--- src/rtl/vta_host_req_queue.sv ---
// vta_host_req_queue
// Host-request bridge between the simulation host driver and the VTA CSR
// interface. Host requests are buffered in a DEPTH-entry FIFO and offered to
// the device one at a time. Up to MAX_RD reads may be issued but unanswered.
// Device read data is returned to the host in order. A read left unanswered
// for TIMEOUT cycles is retired with an error response.
//
// Ports
//   clock, reset_n            : clock (rising edge), asynchronous active-low reset
//   host_req_*                : host request channel (valid/ready, opcode 1=write)
//   host_resp_valid/bits/err  : one-cycle read response pulse; err=1 on timeout
//   dev_req_*                 : FIFO head presented to device; dev_req_deq pops it
//   dev_resp_valid/bits       : device read response
//   fifo_count                : occupied FIFO entries
//   rd_outstanding            : reads issued and not yet answered
//   spurious_err              : sticky, response seen with no read in flight
//   cycles                    : 64-bit free-running cycle counter
module vta_host_req_queue #(
    parameter int ADDR_BITS = 8,
    parameter int DATA_BITS = 32,
    parameter int DEPTH     = 4,
    parameter int MAX_RD    = 4,
    parameter int TIMEOUT   = 1024
) (
    input  logic                        clock,
    input  logic                        reset_n,
    input  logic                        host_req_valid,
    output logic                        host_req_ready,
    input  logic                        host_req_opcode,
    input  logic [ADDR_BITS-1:0]        host_req_addr,
    input  logic [DATA_BITS-1:0]        host_req_value,
    output logic                        host_resp_valid,
    output logic [DATA_BITS-1:0]        host_resp_bits,
    output logic                        host_resp_err,
    output logic                        dev_req_valid,
    output logic                        dev_req_opcode,
    output logic [ADDR_BITS-1:0]        dev_req_addr,
    output logic [DATA_BITS-1:0]        dev_req_value,
    input  logic                        dev_req_deq,
    input  logic                        dev_resp_valid,
    input  logic [DATA_BITS-1:0]        dev_resp_bits,
    output logic [$clog2(DEPTH):0]      fifo_count,
    output logic [$clog2(MAX_RD):0]     rd_outstanding,
    output logic                        spurious_err,
    output logic [63:0]                 cycles
);

    localparam int PW = $clog2(DEPTH);
    localparam int CW = PW + 1;
    localparam int RW = $clog2(MAX_RD) + 1;
    localparam int TW = (TIMEOUT > 1) ? $clog2(TIMEOUT) : 1;
    localparam int EW = 1 + ADDR_BITS + DATA_BITS;

    localparam logic [CW-1:0] DEPTH_C    = CW'(DEPTH);
    localparam logic [RW-1:0] MAX_RD_C   = RW'(MAX_RD);
    localparam logic [TW-1:0] TIMER_LAST = TW'((TIMEOUT > 0) ? TIMEOUT - 1 : 0);

    // Entry layout: {opcode, addr, value}
    logic [EW-1:0]        mem_q [DEPTH];

    logic [PW-1:0]        wr_ptr_q, wr_ptr_d;
    logic [PW-1:0]        rd_ptr_q, rd_ptr_d;
    logic [CW-1:0]        count_q, count_d;
    logic [RW-1:0]        rd_out_q, rd_out_d;
    logic [TW-1:0]        timer_q, timer_d;
    logic                 resp_valid_q, resp_valid_d;
    logic                 resp_err_q, resp_err_d;
    logic [DATA_BITS-1:0] resp_bits_q, resp_bits_d;
    logic                 spurious_q, spurious_d;
    logic [63:0]          cycles_q, cycles_d;

    logic [EW-1:0]        head;
    logic                 head_op;
    logic                 fifo_empty;
    logic                 push;
    logic                 pop;
    logic                 rd_pop;
    logic                 resp_acc;
    logic                 timeout_fire;
    logic                 rd_dec;

    assign head       = mem_q[rd_ptr_q];
    assign head_op    = head[EW-1];
    assign fifo_empty = (count_q == '0);

    // Ready depends only on registered occupancy; reset_n gating keeps it low
    // while the block is held in reset.
    assign host_req_ready = reset_n && (count_q != DEPTH_C);

    // A read at the head stalls while the outstanding-read budget is spent;
    // writes are never throttled.
    assign dev_req_valid  = !fifo_empty && (head_op || (rd_out_q < MAX_RD_C));
    assign dev_req_opcode = fifo_empty ? 1'b0 : head_op;
    assign dev_req_addr   = fifo_empty ? '0 : head[EW-2 -: ADDR_BITS];
    assign dev_req_value  = fifo_empty ? '0 : head[DATA_BITS-1:0];

    assign push     = host_req_valid && host_req_ready;
    assign pop      = dev_req_deq && dev_req_valid;
    assign rd_pop   = pop && !head_op;
    assign resp_acc = dev_resp_valid && (rd_out_q != '0);

    // Timeout only when no response arrives this cycle, so it can never
    // coincide with an accepted response.
    assign timeout_fire = (TIMEOUT != 0) && !dev_resp_valid && (rd_out_q != '0) &&
                          (timer_q == TIMER_LAST);
    assign rd_dec = resp_acc || timeout_fire;

    always_comb begin
        wr_ptr_d     = wr_ptr_q;
        rd_ptr_d     = rd_ptr_q;
        count_d      = count_q;
        rd_out_d     = rd_out_q;
        timer_d      = timer_q;
        resp_valid_d = rd_dec;
        resp_err_d   = timeout_fire;
        resp_bits_d  = resp_bits_q;
        spurious_d   = spurious_q;
        cycles_d     = cycles_q + 64'd1;

        if (push) wr_ptr_d = wr_ptr_q + PW'(1);
        if (pop)  rd_ptr_d = rd_ptr_q + PW'(1);

        case ({push, pop})
            2'b10:   count_d = count_q + CW'(1);
            2'b01:   count_d = count_q - CW'(1);
            default: count_d = count_q;
        endcase

        // Read issue and read retirement in the same cycle cancel out.
        rd_out_d = rd_out_q + RW'(rd_pop) - RW'(rd_dec);

        // Timer measures time since the last response (or since reads began).
        if ((TIMEOUT == 0) || (rd_out_q == '0) || rd_dec) begin
            timer_d = '0;
        end else begin
            timer_d = timer_q + TW'(1);
        end

        if (resp_acc) begin
            resp_bits_d = dev_resp_bits;
        end else if (timeout_fire) begin
            resp_bits_d = '0;
        end

        if (dev_resp_valid && (rd_out_q == '0)) begin
            spurious_d = 1'b1;
        end
    end

    always_ff @(posedge clock or negedge reset_n) begin
        if (!reset_n) begin
            wr_ptr_q     <= '0;
            rd_ptr_q     <= '0;
            count_q      <= '0;
            rd_out_q     <= '0;
            timer_q      <= '0;
            resp_valid_q <= 1'b0;
            resp_err_q   <= 1'b0;
            resp_bits_q  <= '0;
            spurious_q   <= 1'b0;
            cycles_q     <= '0;
        end else begin
            wr_ptr_q     <= wr_ptr_d;
            rd_ptr_q     <= rd_ptr_d;
            count_q      <= count_d;
            rd_out_q     <= rd_out_d;
            timer_q      <= timer_d;
            resp_valid_q <= resp_valid_d;
            resp_err_q   <= resp_err_d;
            resp_bits_q  <= resp_bits_d;
            spurious_q   <= spurious_d;
            cycles_q     <= cycles_d;
        end
    end

    // FIFO storage is never read while empty, so it carries no reset.
    always_ff @(posedge clock) begin
        if (push) begin
            mem_q[wr_ptr_q] <= {host_req_opcode, host_req_addr, host_req_value};
        end
    end

    assign host_resp_valid = resp_valid_q;
    assign host_resp_err   = resp_err_q;
    assign host_resp_bits  = resp_bits_q;
    assign fifo_count      = count_q;
    assign rd_outstanding  = rd_out_q;
    assign spurious_err    = spurious_q;
    assign cycles          = cycles_q;

endmodule

--- config.mk ---
export PLATFORM = sky130hd
export DESIGN_NAME = vta_host_req_queue
export DESIGN_NICKNAME = d
export VERILOG_FILES = /design/src/rtl/vta_host_req_queue.sv
export SDC_FILE = /design/constraint.sdc
export NUM_CORES = 1
export LEC_CHECK = 0
export CELL_PAD_IN_SITES_DETAIL_PLACEMENT = 2
export CELL_PAD_IN_SITES_GLOBAL_PLACEMENT = 2
export CORE_MARGIN = 2
export CORE_UTILIZATION = 34
export CTS_BUF_LIST = sky130_fd_sc_hd__clkbuf_2
export CTS_CLUSTER_SIZE = 14
export DETAILED_ROUTE_END_ITERATION = 8
export PLACE_DENSITY = 0.8
export SYNTH_ARGS = -nofsm -noshare
export SYNTH_HDL_FRONTEND = slang
export SYNTH_SLANG_ARGS = --single-unit
--- constraint.sdc ---
create_clock -name clock -period 2.6 [get_ports clock]
set_clock_uncertainty 0.1 [all_clocks]
set_input_delay 0.52 -clock clock [delete_from_list [all_inputs] [get_ports clock]]
set_output_delay 0.52 -clock clock [all_outputs]
set_load 0.02 [all_outputs]
==> impl_metrics.tcl <==
set metrics [dict create \
    multi_input_comb_area_um2 3620 \
    power.density_cell_area_nw_per_um2 963 \
    dp_slack_ns -0.137 \
    unique_masters_post_synth 44 \
    number_of_max_cap_violations 0 \
    type_of_the_worst_setup_path "reg -> out" \
    number_of_setup_violations_in_the_final_report 46 \
    timing.critical_path.arrival_ns 2.60 \
    cts_root_buffer "sky130_fd_sc_hd__clkbuf_2" \
    mostFrequentLayoutCells "sky130_fd_sc_hd__edfxtp_1, sky130_fd_sc_hd__clkbuf_2, sky130_fd_sc_hd__dfrtp_1" \
    clkTransAtPathRegs_ns 0.13 \
    cts.sink_count 283 \
    drive_above_1_share 0.295 \
    yosys_warns 0 \
    post_synth_instance_area_um2 11500 \
    fin_crit_sh 1.24 \
    postSynthNetCount 797 \
    drt-total-wl_um 35800 \
    max_slew.worst_pin.slew_ns 0.663 \
    core-area_um2 33400 \
    timing.final.crit_period_ns 3.22 \
    min_path_type "in -> reg" \
    vertical_die_dimension_um 188 \
    power.leakage_nw 6.95 \
    r2r-end "fifo_count[2]" \
    drt-wirelength-per-cell_um 22.6 \
    worst-endpoint-required_ns 1.98 \
    vias_in_the_first_global_route 8901 \
    ff_latch_area_um2 7910 \
    routed-via-count 7651 \
    synth_seq_cells 283 \
    synthesis.instances 708 \
    setup.reg_to_reg.worst_slack_ns -0.51 \
    rr_startpoint "rd_ptr_q[0]" \
    drt-pass1-iter-count 4 \
    max_rail_drop_vdd_v 0.000468 \
    grt_usage 0.203 \
    grt_overflow 0 \
    worst_slack_ns -0.621 \
    max_slew_margin 0.558 \
    ys_seq_area_frac 0.687 \
    first_iter_violations 384 \
    num_io_pins 226 \
    run_status "finished, violations left" \
    std_cell_rows 67 \
    mostFrequentLayoutCell "sky130_fd_sc_hd__edfxtp_1" \
    worstSetupStartpointType "flop" \
    cts_tree "built" \
    fmax_mhz 310 \
    drc_errors 0 \
    clk-insertion-delay-late_ns 0.91 \
    layoutNonFillerInstCount 1586 \
    max_slew_violation_total_from_the_final_report 0 \
    utilization 0.479 \
    worstSetupEndpointType "primary output" \
    largest_net_degree_at_the_start_of_global_routing 120 \
    worst_hold_path.num_cells 2 \
    postSynthAreaPerCell_um2 16.3 \
    vias_per_cell 4.82 \
    post-dp-hpwl_um 21100 \
    starting_density_of_the_core 0.344 \
    timing.reg2reg.worst_path_depth 16 \
    gp_congestion 0.744 \
    unrepaired_setup_endpoints_after_global_routing "true" \
    final.fill_count 3190 \
    hold_violations 0 \
    buffer_ports.inserted 225 \
    chipWidth_um 188 \
    endpoint_of_the_worst_hold_path "host_resp_bits[2]" \
    critical_path.max_fanout 5 \
    wire_length_of_the_first_global_routing_pass_um 54600 \
    remaining_antenna_violation_count_after_routing 0 \
    clock_path_buffers 3 \
    violated_checks "negative setup slack" \
    die_area_um2 35300 \
    hold_start "dev_resp_bits[2]" \
    critical_path.startpoint "rd_ptr_q[0]" \
    dpl.cell_count 1383 \
    grt_antenna_before_repair 4 \
    num-nets-final 1162 \
    htreeDepth 3 \
    layout-area-overhead-vs-synth_pct 39.2 \
    cts_buffers 78 \
]
-- critical path, stage by stage (launching register included) --
cell,delay (ns)
sky130_fd_sc_hd__dfrtp_2,0.43
sky130_fd_sc_hd__buf_12,0.14
sky130_fd_sc_hd__buf_8,0.12
sky130_fd_sc_hd__clkbuf_16,0.15
sky130_fd_sc_hd__mux4_2,0.50
sky130_fd_sc_hd__nor2b_1,0.16
sky130_fd_sc_hd__buf_4,0.17
-- cell usage after synthesis (all sizes together) --
| library cell | instances | area, um2 |
|---|---|---|
| dfrtp | 119 | 2980 |
| a31oi | 1 | 6.26 |
| ha | 9 | 113 |
| a21o | 2 | 15.0 |
| or2 | 2 | 12.5 |
| nand2 | 27 | 101 |
| nand4 | 16 | 149 |
| mux2i | 1 | 10.0 |
| o21ai | 1 | 5.00 |
| and3 | 14 | 90.1 |
| clkbuf | 14 | 53.8 |
| xnor2 | 41 | 359 |
| edfxtp | 164 | 4920 |
| nand3 | 32 | 195 |
| nand2b | 1 | 6.26 |
| and2 | 5 | 32.5 |
| nor2 | 30 | 113 |
| a22o | 32 | 280 |
| nor3b | 1 | 12.5 |
| nor4 | 8 | 138 |
| inv | 23 | 86.3 |
| or3 | 1 | 6.26 |
| fa | 2 | 40.0 |
| a21oi | 1 | 5.00 |
| buf | 11 | 57.6 |
| nor2b | 41 | 257 |
| and4 | 14 | 126 |
| nor3 | 17 | 90.1 |
| mux4 | 41 | 923 |
| xor2 | 37 | 324 |
-- repair_timing --
action                                  CTS  global route
pin swaps                                 4             4
cloned                                    2             3
gates resized for setup                 311            92
hold buffers                             32             0
endpoints found under the setup margin  150            48
hold endpoints to repair                151             0
buffers inserted                         14             9
-- power breakdown --
group / switching [mW] / internal, mW
Sequential: 0.302 / 5.32
Clock: 2.01 / 1.65
Combinational: 3.10 / 3.04
-- worst max path at each step --
stage                     cells after the start           endpoint  slack, ns
after detailed placement                     11  rd_outstanding[2]      -0.14
final                                         6    dev_req_addr[4]      -0.62
after floorplan                              14  rd_outstanding[2]      -0.09
after global routing                          6    dev_req_addr[4]      -0.77
after global placement                       11  rd_outstanding[2]      -0.03
after CTS                                     5   dev_req_value[5]      -0.74
-- layout make-up --
class | instances | share of cell area
well taps | 448 | 0.0350
repair buffers | 310 | 0.190
clock buffers | 125 | 0.0391
inverters | 23 | 0.00555
flip-flops and latches | 283 | 0.493
multi-input cells | 377 | 0.226
clock inverters | 16 | 0.0107
diodes | 4 | 0.000625
-- logic make-up (layout without fill, tap and decap cells) --
| kind of cell | Yosys count | after routing | synth area share |
|---|---|---|---|
| flops | 283 | 283 | 0.687 |
| mux | 42 | 42 | 0.0811 |
| simple gates | 209 | 209 | 0.115 |
| buf+inv | 48 | 474 | 0.0172 |
| fa+ha+maj | 11 | 11 | 0.0133 |
| compound gates | 37 | 37 | 0.0271 |
| xor+xnor | 78 | 78 | 0.0594 |
| other cells | 0 | 4 | 0 |
-- stage by stage --
stage	power [mW]	hold slack, ns	area (um2)	TNS, ns
finish	15.4	0.138	16000	-23.55
global route	16.3	0.0139	16000	-30.34
floorplan	8.44	0.124	11500	-0.0902
global placement	10.8	0.359	14500	-0.0321
CTS	14.6	0.000447	15600	-26.54
detailed placement	11.0	0.363	14500	-0.179
-- per-layer routing --
metal / wire (um) / GRT usage
met5: 0 / 0
met2: 18500 / 0.344
met4: 548 / 0.0618
met3: 2520 / 0.0651
met1: 14200 / 0.247
-- flip-flops by register name (all words and copies together) (netlist names) --
signal / count
host_resp_valid: 1
rd_ptr_q: 2
timer_q: 10
host_resp_bits: 32
mem_q: 164
wr_ptr_q: 2
cycles: 64
host_resp_err: 1
rd_outstanding: 3
spurious_err: 1
fifo_count: 3
(Power assumes the default switching activity.)
